[src/rtl/rf_multiport_sb_pkg.sv]
// ============================================================================
// Module  : rf_multiport_sb_pkg
// Brief   : Shared register-file types and default geometry.
// Rev     : 1.0  initial release
// ============================================================================
`default_nettype none

package rf_multiport_sb_pkg;

    localparam int XLEN              = 32;
    localparam int RF_DEPTH          = 32;
    localparam int RF_ADDR_WIDTH     = $clog2(RF_DEPTH);
    localparam int RF_NUM_READ_PORTS = 2;

    typedef logic [XLEN-1:0]          word_t;
    typedef logic [RF_ADDR_WIDTH-1:0] rf_addr_t;

    localparam rf_addr_t X0 = '0;

endpackage

`default_nettype wire

[src/rtl/rf_multiport_sb_if.sv]
// ============================================================================
// Module  : rf_multiport_sb_if
// Brief   : Issue/writeback bus of the multiport register file.
// Rev     : 1.0  initial release
// ============================================================================
`default_nettype none

interface rf_multiport_sb_if #(
    parameter int XLEN       = rf_multiport_sb_pkg::XLEN,
    parameter int ADDR_WIDTH = rf_multiport_sb_pkg::RF_ADDR_WIDTH,
    parameter int NUM_RD     = rf_multiport_sb_pkg::RF_NUM_READ_PORTS
);

    logic [NUM_RD-1:0][ADDR_WIDTH-1:0] rd_addr;
    logic [NUM_RD-1:0][XLEN-1:0]       rd_data;
    logic [NUM_RD-1:0]                 rd_busy;

    logic                  wr_en;
    logic [ADDR_WIDTH-1:0] wr_addr;
    logic [XLEN-1:0]       wr_data;

    logic                  resv_en;
    logic [ADDR_WIDTH-1:0] resv_addr;

    logic                  any_pending;
    logic [ADDR_WIDTH:0]   pending_cnt;

    // Issue/writeback side
    modport master (
        output rd_addr, wr_en, wr_addr, wr_data, resv_en, resv_addr,
        input  rd_data, rd_busy, any_pending, pending_cnt
    );

    // Register-file side
    modport slave (
        input  rd_addr, wr_en, wr_addr, wr_data, resv_en, resv_addr,
        output rd_data, rd_busy, any_pending, pending_cnt
    );

endinterface

`default_nettype wire

[src/rtl/rf_multiport_sb_scoreboard.sv]
// ============================================================================
// Module  : rf_scoreboard
// Brief   : Per-register pending-write bits with set-over-clear priority,
//           registered popcount, any-pending flag and per-port busy lookup.
// Rev     : 1.0  initial release
// ============================================================================
`default_nettype none

module rf_scoreboard #(
    parameter int DEPTH      = 32,
    parameter int ADDR_WIDTH = $clog2(DEPTH),
    parameter int NUM_RD     = 2
) (
    input  wire logic                              clk,
    input  wire logic                              rst,
    input  wire logic                              i_set_en,
    input  wire logic [ADDR_WIDTH-1:0]             i_set_addr,
    input  wire logic                              i_clr_en,
    input  wire logic [ADDR_WIDTH-1:0]             i_clr_addr,
    input  wire logic [NUM_RD-1:0][ADDR_WIDTH-1:0] i_rd_addr,
    output logic      [NUM_RD-1:0]                 o_rd_busy,
    output logic                                   o_any_pending,
    output logic      [ADDR_WIDTH:0]               o_pending_cnt
);

    logic [DEPTH-1:0]    r_pending;
    logic [DEPTH-1:0]    w_pending_next;
    logic [ADDR_WIDTH:0] r_pending_cnt;
    logic [ADDR_WIDTH:0] w_cnt_next;

    // x0 can never be reserved, so its bit is tied low
    assign w_pending_next[0] = 1'b0;

    // A reservation beats a release on the same register: a newer writer exists
    generate
        for (genvar r = 1; r < DEPTH; r++) begin : g_bit
            assign w_pending_next[r] =
                (i_set_en && (i_set_addr == ADDR_WIDTH'(r))) ||
                (r_pending[r] && !(i_clr_en && (i_clr_addr == ADDR_WIDTH'(r))));
        end
    endgenerate

    always_comb begin
        w_cnt_next = '0;
        for (int i = 0; i < DEPTH; i++) begin
            w_cnt_next = w_cnt_next + (ADDR_WIDTH+1)'(w_pending_next[i]);
        end
    end

    always_ff @(posedge clk or posedge rst) begin
        if (rst) begin
            r_pending     <= '0;
            r_pending_cnt <= '0;
        end else begin
            r_pending     <= w_pending_next;
            r_pending_cnt <= w_cnt_next;
        end
    end

    generate
        for (genvar p = 0; p < NUM_RD; p++) begin : g_busy
            assign o_rd_busy[p] = r_pending[i_rd_addr[p]];
        end
    endgenerate

    assign o_any_pending = |r_pending;
    assign o_pending_cnt = r_pending_cnt;

endmodule

`default_nettype wire

[src/rtl/rf_multiport_sb.sv]
// ============================================================================
// Module  : rf_multiport_sb
// Brief   : NUM_RD-read / 1-write register file with hardwired x0 and a
//           pending-write scoreboard. Define RF_BYPASS_EN for write-through.
// Rev     : 1.0  initial release
// ============================================================================
`default_nettype none

module rf_multiport_sb
    import rf_multiport_sb_pkg::*;
#(
    parameter int XLEN       = rf_multiport_sb_pkg::XLEN,
    parameter int DEPTH      = rf_multiport_sb_pkg::RF_DEPTH,
    parameter int ADDR_WIDTH = $clog2(DEPTH),
    parameter int NUM_RD     = rf_multiport_sb_pkg::RF_NUM_READ_PORTS
) (
    input  wire logic           clk,
    input  wire logic           rst,
    rf_multiport_sb_if.slave    bus
);

    localparam logic [ADDR_WIDTH-1:0] c_x0 = ADDR_WIDTH'(X0);

    logic [XLEN-1:0]             r_regs [DEPTH];
    logic [NUM_RD-1:0][XLEN-1:0] w_rd_data;
    logic [NUM_RD-1:0]           w_rd_busy;
    logic [NUM_RD-1:0]           w_sb_busy;
    logic                        w_wr_commit;

    assign w_wr_commit = bus.wr_en && (bus.wr_addr != c_x0);

    // Entry 0 is reset and never written, so it reads as zero
    always_ff @(posedge clk or posedge rst) begin
        if (rst) begin
            for (int i = 0; i < DEPTH; i++) begin
                r_regs[i] <= '0;
            end
        end else if (w_wr_commit) begin
            r_regs[bus.wr_addr] <= bus.wr_data;
        end
    end

    rf_scoreboard #(
        .DEPTH      (DEPTH),
        .ADDR_WIDTH (ADDR_WIDTH),
        .NUM_RD     (NUM_RD)
    ) u_scoreboard (
        .clk           (clk),
        .rst           (rst),
        .i_set_en      (bus.resv_en),
        .i_set_addr    (bus.resv_addr),
        .i_clr_en      (bus.wr_en),
        .i_clr_addr    (bus.wr_addr),
        .i_rd_addr     (bus.rd_addr),
        .o_rd_busy     (w_sb_busy),
        .o_any_pending (bus.any_pending),
        .o_pending_cnt (bus.pending_cnt)
    );

    always_comb begin
        w_rd_data = '0;
        w_rd_busy = '0;
        for (int p = 0; p < NUM_RD; p++) begin
            w_rd_data[p] = (bus.rd_addr[p] == c_x0) ? '0 : r_regs[bus.rd_addr[p]];
            w_rd_busy[p] = w_sb_busy[p];
`ifdef RF_BYPASS_EN
            // Write-through: the writeback retires the hazard unless re-reserved now
            if (w_wr_commit && (bus.wr_addr == bus.rd_addr[p])) begin
                w_rd_data[p] = bus.wr_data;
                w_rd_busy[p] = bus.resv_en && (bus.resv_addr == bus.rd_addr[p]);
            end
`endif
        end
    end

    assign bus.rd_data = w_rd_data;
    assign bus.rd_busy = w_rd_busy;

endmodule

`default_nettype wire

[src/flat_wrapper.sv]
// flat-port wrapper written by rule: the top's interface ports become plain ports
module rf_multiport_sb_flat import rf_multiport_sb_pkg::*;
#(
    parameter int XLEN       = rf_multiport_sb_pkg::XLEN,
    parameter int DEPTH      = rf_multiport_sb_pkg::RF_DEPTH,
    parameter int ADDR_WIDTH = $clog2(DEPTH),
    parameter int NUM_RD     = rf_multiport_sb_pkg::RF_NUM_READ_PORTS
)
  (clk, rst, bus_rd_addr, bus_wr_en, bus_wr_addr, bus_wr_data, bus_resv_en, bus_resv_addr, bus_rd_data, bus_rd_busy, bus_any_pending, bus_pending_cnt);
  rf_multiport_sb_if #(.XLEN(XLEN), .ADDR_WIDTH(ADDR_WIDTH), .NUM_RD(NUM_RD)) bus_i ();
  input  wire logic clk;
  input  wire logic rst;
  input wire logic [$bits(bus_i.rd_addr)-1:0] bus_rd_addr;
  input wire logic [$bits(bus_i.wr_en)-1:0] bus_wr_en;
  input wire logic [$bits(bus_i.wr_addr)-1:0] bus_wr_addr;
  input wire logic [$bits(bus_i.wr_data)-1:0] bus_wr_data;
  input wire logic [$bits(bus_i.resv_en)-1:0] bus_resv_en;
  input wire logic [$bits(bus_i.resv_addr)-1:0] bus_resv_addr;
  output wire logic [$bits(bus_i.rd_data)-1:0] bus_rd_data;
  output wire logic [$bits(bus_i.rd_busy)-1:0] bus_rd_busy;
  output wire logic [$bits(bus_i.any_pending)-1:0] bus_any_pending;
  output wire logic [$bits(bus_i.pending_cnt)-1:0] bus_pending_cnt;
  assign bus_i.rd_addr = bus_rd_addr;
  assign bus_i.wr_en = bus_wr_en;
  assign bus_i.wr_addr = bus_wr_addr;
  assign bus_i.wr_data = bus_wr_data;
  assign bus_i.resv_en = bus_resv_en;
  assign bus_i.resv_addr = bus_resv_addr;
  assign bus_rd_data = bus_i.rd_data;
  assign bus_rd_busy = bus_i.rd_busy;
  assign bus_any_pending = bus_i.any_pending;
  assign bus_pending_cnt = bus_i.pending_cnt;
  rf_multiport_sb #(.XLEN(XLEN), .DEPTH(DEPTH), .ADDR_WIDTH(ADDR_WIDTH), .NUM_RD(NUM_RD)) u_core (.clk(clk), .rst(rst), .bus(bus_i));
endmodule
[config.mk]
export PLATFORM = sky130hd
export DESIGN_NAME = rf_multiport_sb_flat
export DESIGN_NICKNAME = d
export VERILOG_FILES = /design/src/rtl/rf_multiport_sb_pkg.sv /design/src/rtl/rf_multiport_sb_if.sv /design/src/rtl/rf_multiport_sb_scoreboard.sv /design/src/rtl/rf_multiport_sb.sv /design/src/flat_wrapper.sv
export SDC_FILE = /design/constraint.sdc
export NUM_CORES = 2
export LEC_CHECK = 0
export CAP_MARGIN = 20
export CORE_UTILIZATION = 29
export DETAILED_ROUTE_END_ITERATION = 10
export MAX_ROUTING_LAYER = met4
export PLACE_DENSITY = 0.39
export SYNTH_ARGS = -nofsm -noshare
export SYNTH_HDL_FRONTEND = slang
export SYNTH_HIERARCHICAL = 1
export SYNTH_SLANG_ARGS = --single-unit
[constraint.sdc]
create_clock -name clk -period 45.9 [get_ports clk]
set_input_delay 9.18 -clock clk [delete_from_list [all_inputs] [get_ports clk]]
set_output_delay 9.18 -clock clk [all_outputs]
set_load 0.02 [all_outputs]
Word-level counts from Yosys, hierarchy flattened
Cells that the tools add are included.
{"block": "classes", "n_addsub": 30, "multipliers": 0, "div_mod_pow": 0, "n_lt_le_gt_ge": 6, "eq_ne": 62, "shift": 0, "muxes": 15, "bitwise_logic": 3, "reduce_logical": 161}
{"operator": "1024-bit bitwise mux", "count": 1}
{"operator": "32-bit binary-select mux with 5-bit select", "count": 2}
{"operator": "32-bit 2-to-1 mux", "count": 7}
{"operator": "32-bit demux with 5-bit select", "count": 1}
{"operator": "5-bit == test, second input constant", "count": 32}
{"operator": "6-bit by 1-bit adder with 6-bit output", "count": 25}
{"operator": "1-bit logical AND", "count": 95}
{"operator": "5-bit by 4-bit == test with 1-bit output, second input constant", "count": 16}
{"operator": "5-bit by 3-bit == test with 1-bit output, second input constant", "count": 8}
{"operator": "1-bit logical NOT", "count": 31}
{"operator": "1-bit logical OR", "count": 31}
{"operator": "31-bit OR reduction", "count": 1}
{"operator": "5-bit by 2-bit == test with 1-bit output, second input constant", "count": 4}
{"operator": "6-bit greater-or-equal comparator, second input constant", "count": 3}
{"operator": "5-bit NOT with 6-bit output", "count": 3}
{"operator": "5-bit by 6-bit less-than comparator with 1-bit output, second input constant", "count": 2}
{"operator": "1-bit binary-select mux with 5-bit select", "count": 2}
{"operator": "5-bit by 1-bit == test with 1-bit output, second input constant", "count": 2}
{"operator": "5-bit logical NOT", "count": 2}
{"operator": "5-bit by 1-bit adder with 6-bit output", "count": 1}
{"operator": "6-bit by 1-bit less-than comparator with 1-bit output, second input constant", "count": 1}
{"operator": "4-bit by 1-bit adder with 5-bit output", "count": 1}
{"operator": "5-bit nonzero test", "count": 1}
{"operator": "3-bit by 1-bit adder with 4-bit output", "count": 1}
{"operator": "3 further kinds", "count": 4}
{"block": "word_totals", "register_bits": 1061, "latch_bits": 0, "mem_bits_rw": 0, "romBits": 0, "in_bits": 56, "out_inout_bits": 73, "wordCells": 311, "memories": 0}

Logic depth before layout (Yosys ltp)
{"block": "depth", "depth_word": 35, "mapped_depth": 20, "mapped_depth_nobuf": 20}

Hierarchy
The synthesis kept the hierarchy.
{"module": "rf_multiport_sb", "instances": 1, "cells_each": 3683, "area_per_inst_um2": 54691.2, "seq_area_each_um2": 25624.6}
{"module": "rf_scoreboard", "instances": 1, "cells_each": 306, "area_per_inst_um2": 2946.6, "seq_area_each_um2": 925.9}

Worst setup path before layout
OpenSTA, ideal clock, no wires.
{"block": "synth_path", "path_type": "input to output", "startpoint": "input port bus_rd_addr[2]", "endpoint": "output port bus_rd_data[13]", "t_arrival_ns": 11.204, "required_time_ns": 36.720, "path_slack_ns": 25.516, "stages": 7, "path_buffers": 3, "path_cell_list": "buf_4 -> buf_4 -> buf_4 -> mux4_2 -> mux2i_1 -> o211a_1 -> a2111oi_0"}
{"block": "synth_between", "elab_chain_cells": 5, "word_cells_on_any_way": 6, "classes_between": "mux: 4; bitwise: 1; reduce/logical: 1"}
{"element": "start, declared", "line": "flat_wrapper.sv:13", "text": "input wire logic [$bits(bus_i.rd_addr)-1:0] bus_rd_addr;"}
{"element": "5-bit NOT with 6-bit output (not written as such)", "line": "rf_multiport_sb.sv:64", "text": "w_rd_data[p] = (bus.rd_addr[p] == c_x0) ? '0 : r_regs[bus.rd_addr[p]];"}
{"element": "32-bit binary-select mux with 5-bit select", "line": "rf_multiport_sb.sv:64"}
{"element": "32-bit 2-to-1 mux (not written as such) (2 in a row)", "line": "rf_multiport_sb.sv:64"}
{"element": "32-bit 2-to-1 mux (*)", "line": "rf_multiport_sb.sv:64"}
{"element": "end, declared", "line": "flat_wrapper.sv:19", "text": "output wire logic [$bits(bus_i.rd_data)-1:0] bus_rd_data;"}
Mark *: on every way between the ends. The rest lies on a longest branch, timed or not. The select of a mux whose other input is x is not followed.

Worst setup path after layout
{"block": "layout_path", "startpoint": "input port bus_rd_addr[7]", "endpoint": "output port bus_rd_data[45]"}
The elaborated chain is that of the path after synthesis.

==> reports/metrics.cfg <==
[hold_path]
holdPathStages=0
hp-start=u_core/r_regs[1002]
hold_class=flip-flop to flip-flop
min_to=u_core/r_regs[1002]

[detailed_routing]
routedWlPerCell_um=34.1
drt-pass1-iter-count=5
drc=0
ant_nets=0
via_per_inst=5.57
drt-initial-drc-count=2856
wirelength_um=229000
vias=37413

[grt]
grt_overflow_total=0
grt_start_max_net_pins=171
antenna_found_initial=16
grt_pass1_vias=38901
grt_pass1_wl_um=325000
globalRouteTotalUtil_pct=23.7

[synthesis]
synth_nets=4075
ys_seq_area_share_pct=46.1
synth.largest_area_cell=dfrtp_1
yosys-top-cells-area=dfrtp_1 (46%), mux2_2 (20%), mux4_2 (16%)
synth_top_area_share_pct=46.1
yosysWarnings=6
syn_inst=3989
synth_ff_type=dfrtp_1
async_reset_ff_share_pct=100
synth.avg_cell_area_um2=14.4
netlist_area_um2=57600
synth-edff-count=0
synth-seq-cells=1061
synth_cell_types=60

[clock_network]
clk_latency_ns=0.77
clk_pin_slew_ns=0.05
cts_hold_buf=0
cts.sinks=1061
cts_made_buffers=137
clockBufferDepth=3
cts_root_buffer=clkbuf_16
cts.repair.resized=0
cts.htree.levels=4
cts_setup_buffers=0
cts_tree=done

[floorplanning]
initial_utilization_pct=29.2
rows=163
fp.dieW_um=448
fp.coreArea_um2=197000
die_area_um2=201000
die_y_um=448
top_level_ports=129

[worst_setup_path]
reg2reg_depth=16
startpoint_type=primary input
worst_setup_path_end_kind=output port
worstSetupPathType=primary input to output port
cp.required_ns=36.72
ff2ff_setup_slack_ns=40.59
r2r-start=u_core/u_scoreboard/r_pending[18]
reg2reg_to=u_core/u_scoreboard/o_pending_cnt[4]
crit_fanout=117
arrival_ns=14.37

[cells_and_area]
multi_input_area_um2=29100
n_fill_cell=19422
final_util_pct=33.7
areaGrowthSynthToFinish_pct=15.4
layout_common_cells=dfrtp_1 (1061), mux2_2 (1036), mux4_2 (402)
final_layout_size_suffix_gt1_share_pct=45.7
regArea_um2=26600
fin_nets=4051
final_common_cell=dfrtp_1

[sta]
hold_viol=0
fin_setup_tns_ns=0
slew_viol_final=0
tightest_slew_ns=1.23
fin_crit_sh_pct=51.3
finalClockSkew_ns=0.00482
timing.slew.headroom_pct=18.0
setup_violations=0
max_freq_mhz=42.5
layout_min_cycle_time_ns=23.55
rsz0062_at_grt=false

[placed_design]
gp_congestion=0.791
portBuffers=128
post-dp-hpwl_um=136000

[power]
peakVddDrop_v=0.000276
power.density_nw_per_um2=49.6
total_power_mw=3.30
leakagePower_nw=28.3

[job]
drv_cap=0

[status]
status=complete, no violations

[cell type report]
class	instances	area share [%]
timing repair buffer	268	4.22
antenna	7	0.0263
multi-input combinational	2457	43.8
tap	2640	4.97
clock inverter	37	0.640
inverter	40	0.237
clock buffer	206	6.21
sequential	1061	39.9
[through the flow]
step	cell area, µm²	hold slack [ns]	worst slack [ns]	std cells
2_1_floorplan	57600	0.441	7.90	3989
3_3_place_gp	61300	0.385	22.47	6435
3_5_place_dp	61600	0.386	22.43	6453
4_1_cts	66100	0.399	22.40	6696
5_1_grt	66500	0.412	22.26	6715
6_report	66500	0.396	22.35	6716
[critical path, stage by stage]
cell and delay (ns):
buf_8 0.45, buf_12 0.58, buf_4 0.90, buf_4 0.80
mux4_2 0.36, mux2_2 0.17, o32ai_1 0.07, nor4_1 0.66
clkdlybuf4s50_1 0.74
[logic make-up after synthesis]
| group | synth area share [%] |
|---|---|
| adders and majority gates | 0.951 |
| buffers and inverters | 4.07 |
| muxes | 41.1 |
| DFF | 46.1 |
| xor gates and xnor gates | 0.0304 |
| and+or+nand+nor | 2.65 |
| AOI/OAI and AO/OA | 5.16 |
[sequential cells by signal (all words and copies together) (netlist names)]
register	cells
u_core/u_scoreboard/o_pending_cnt	6
u_core/r_regs	1024
u_core/u_scoreboard/r_pending	31
[per-layer routing]
metal | GRT usage, % | share of wire [%] | up-vias | wire length (µm)
met5 | - | 0 | - | 0
met4 | 5.77 | 2.3 | 0 | 5190
met3 | 3.22 | 4.1 | 269 | 9400
met2 | 35.9 | 46 | 953 | 106000
met1 | 33.3 | 48 | 20840 | 109000
li1 | - | - | 15351 | -
[power breakdown]
| group | total, mW | leakage [nW] | switching (mW) | internal (mW) |
|---|---|---|---|---|
| sequential | 1.27 | 13.6 | 0.147 | 1.12 |
| combinational | 0.921 | 12.4 | 0.436 | 0.484 |
| clock | 1.10 | 2.25 | 0.443 | 0.660 |
[synth_stat cells, drive strengths merged (15+ instances only)]
library cell	instances
buf	199
o221ai	22
nor4	23
a22oi	80
a22o	43
nand3	23
dfrtp	1061
o21ai	64
nor2	30
mux2i	287
o22ai	41
nor3	35
clkbuf	232
a2111oi	32
a21oi	49
nand2	47
inv	39
a211oi	39
fa	23
mux4	405
o32ai	15
and2	18
mux2	1036
nor2b	47
[worst max-delay path by stage]
stage	to	start	slack [ns]	depth (start not counted)
global route	bus_rd_data[45]	bus_rd_addr[7]	22.26	9
CTS	bus_rd_data[45]	bus_rd_addr[7]	22.40	9
finish	bus_rd_data[45]	bus_rd_addr[7]	22.35	9
global placement	bus_rd_data[45]	bus_rd_addr[7]	22.47	9
floorplan	u_core/r_regs[0]	rst	7.90	1
detailed placement	bus_rd_data[45]	bus_rd_addr[7]	22.43	9
Power figures use the tool's default switching activity.
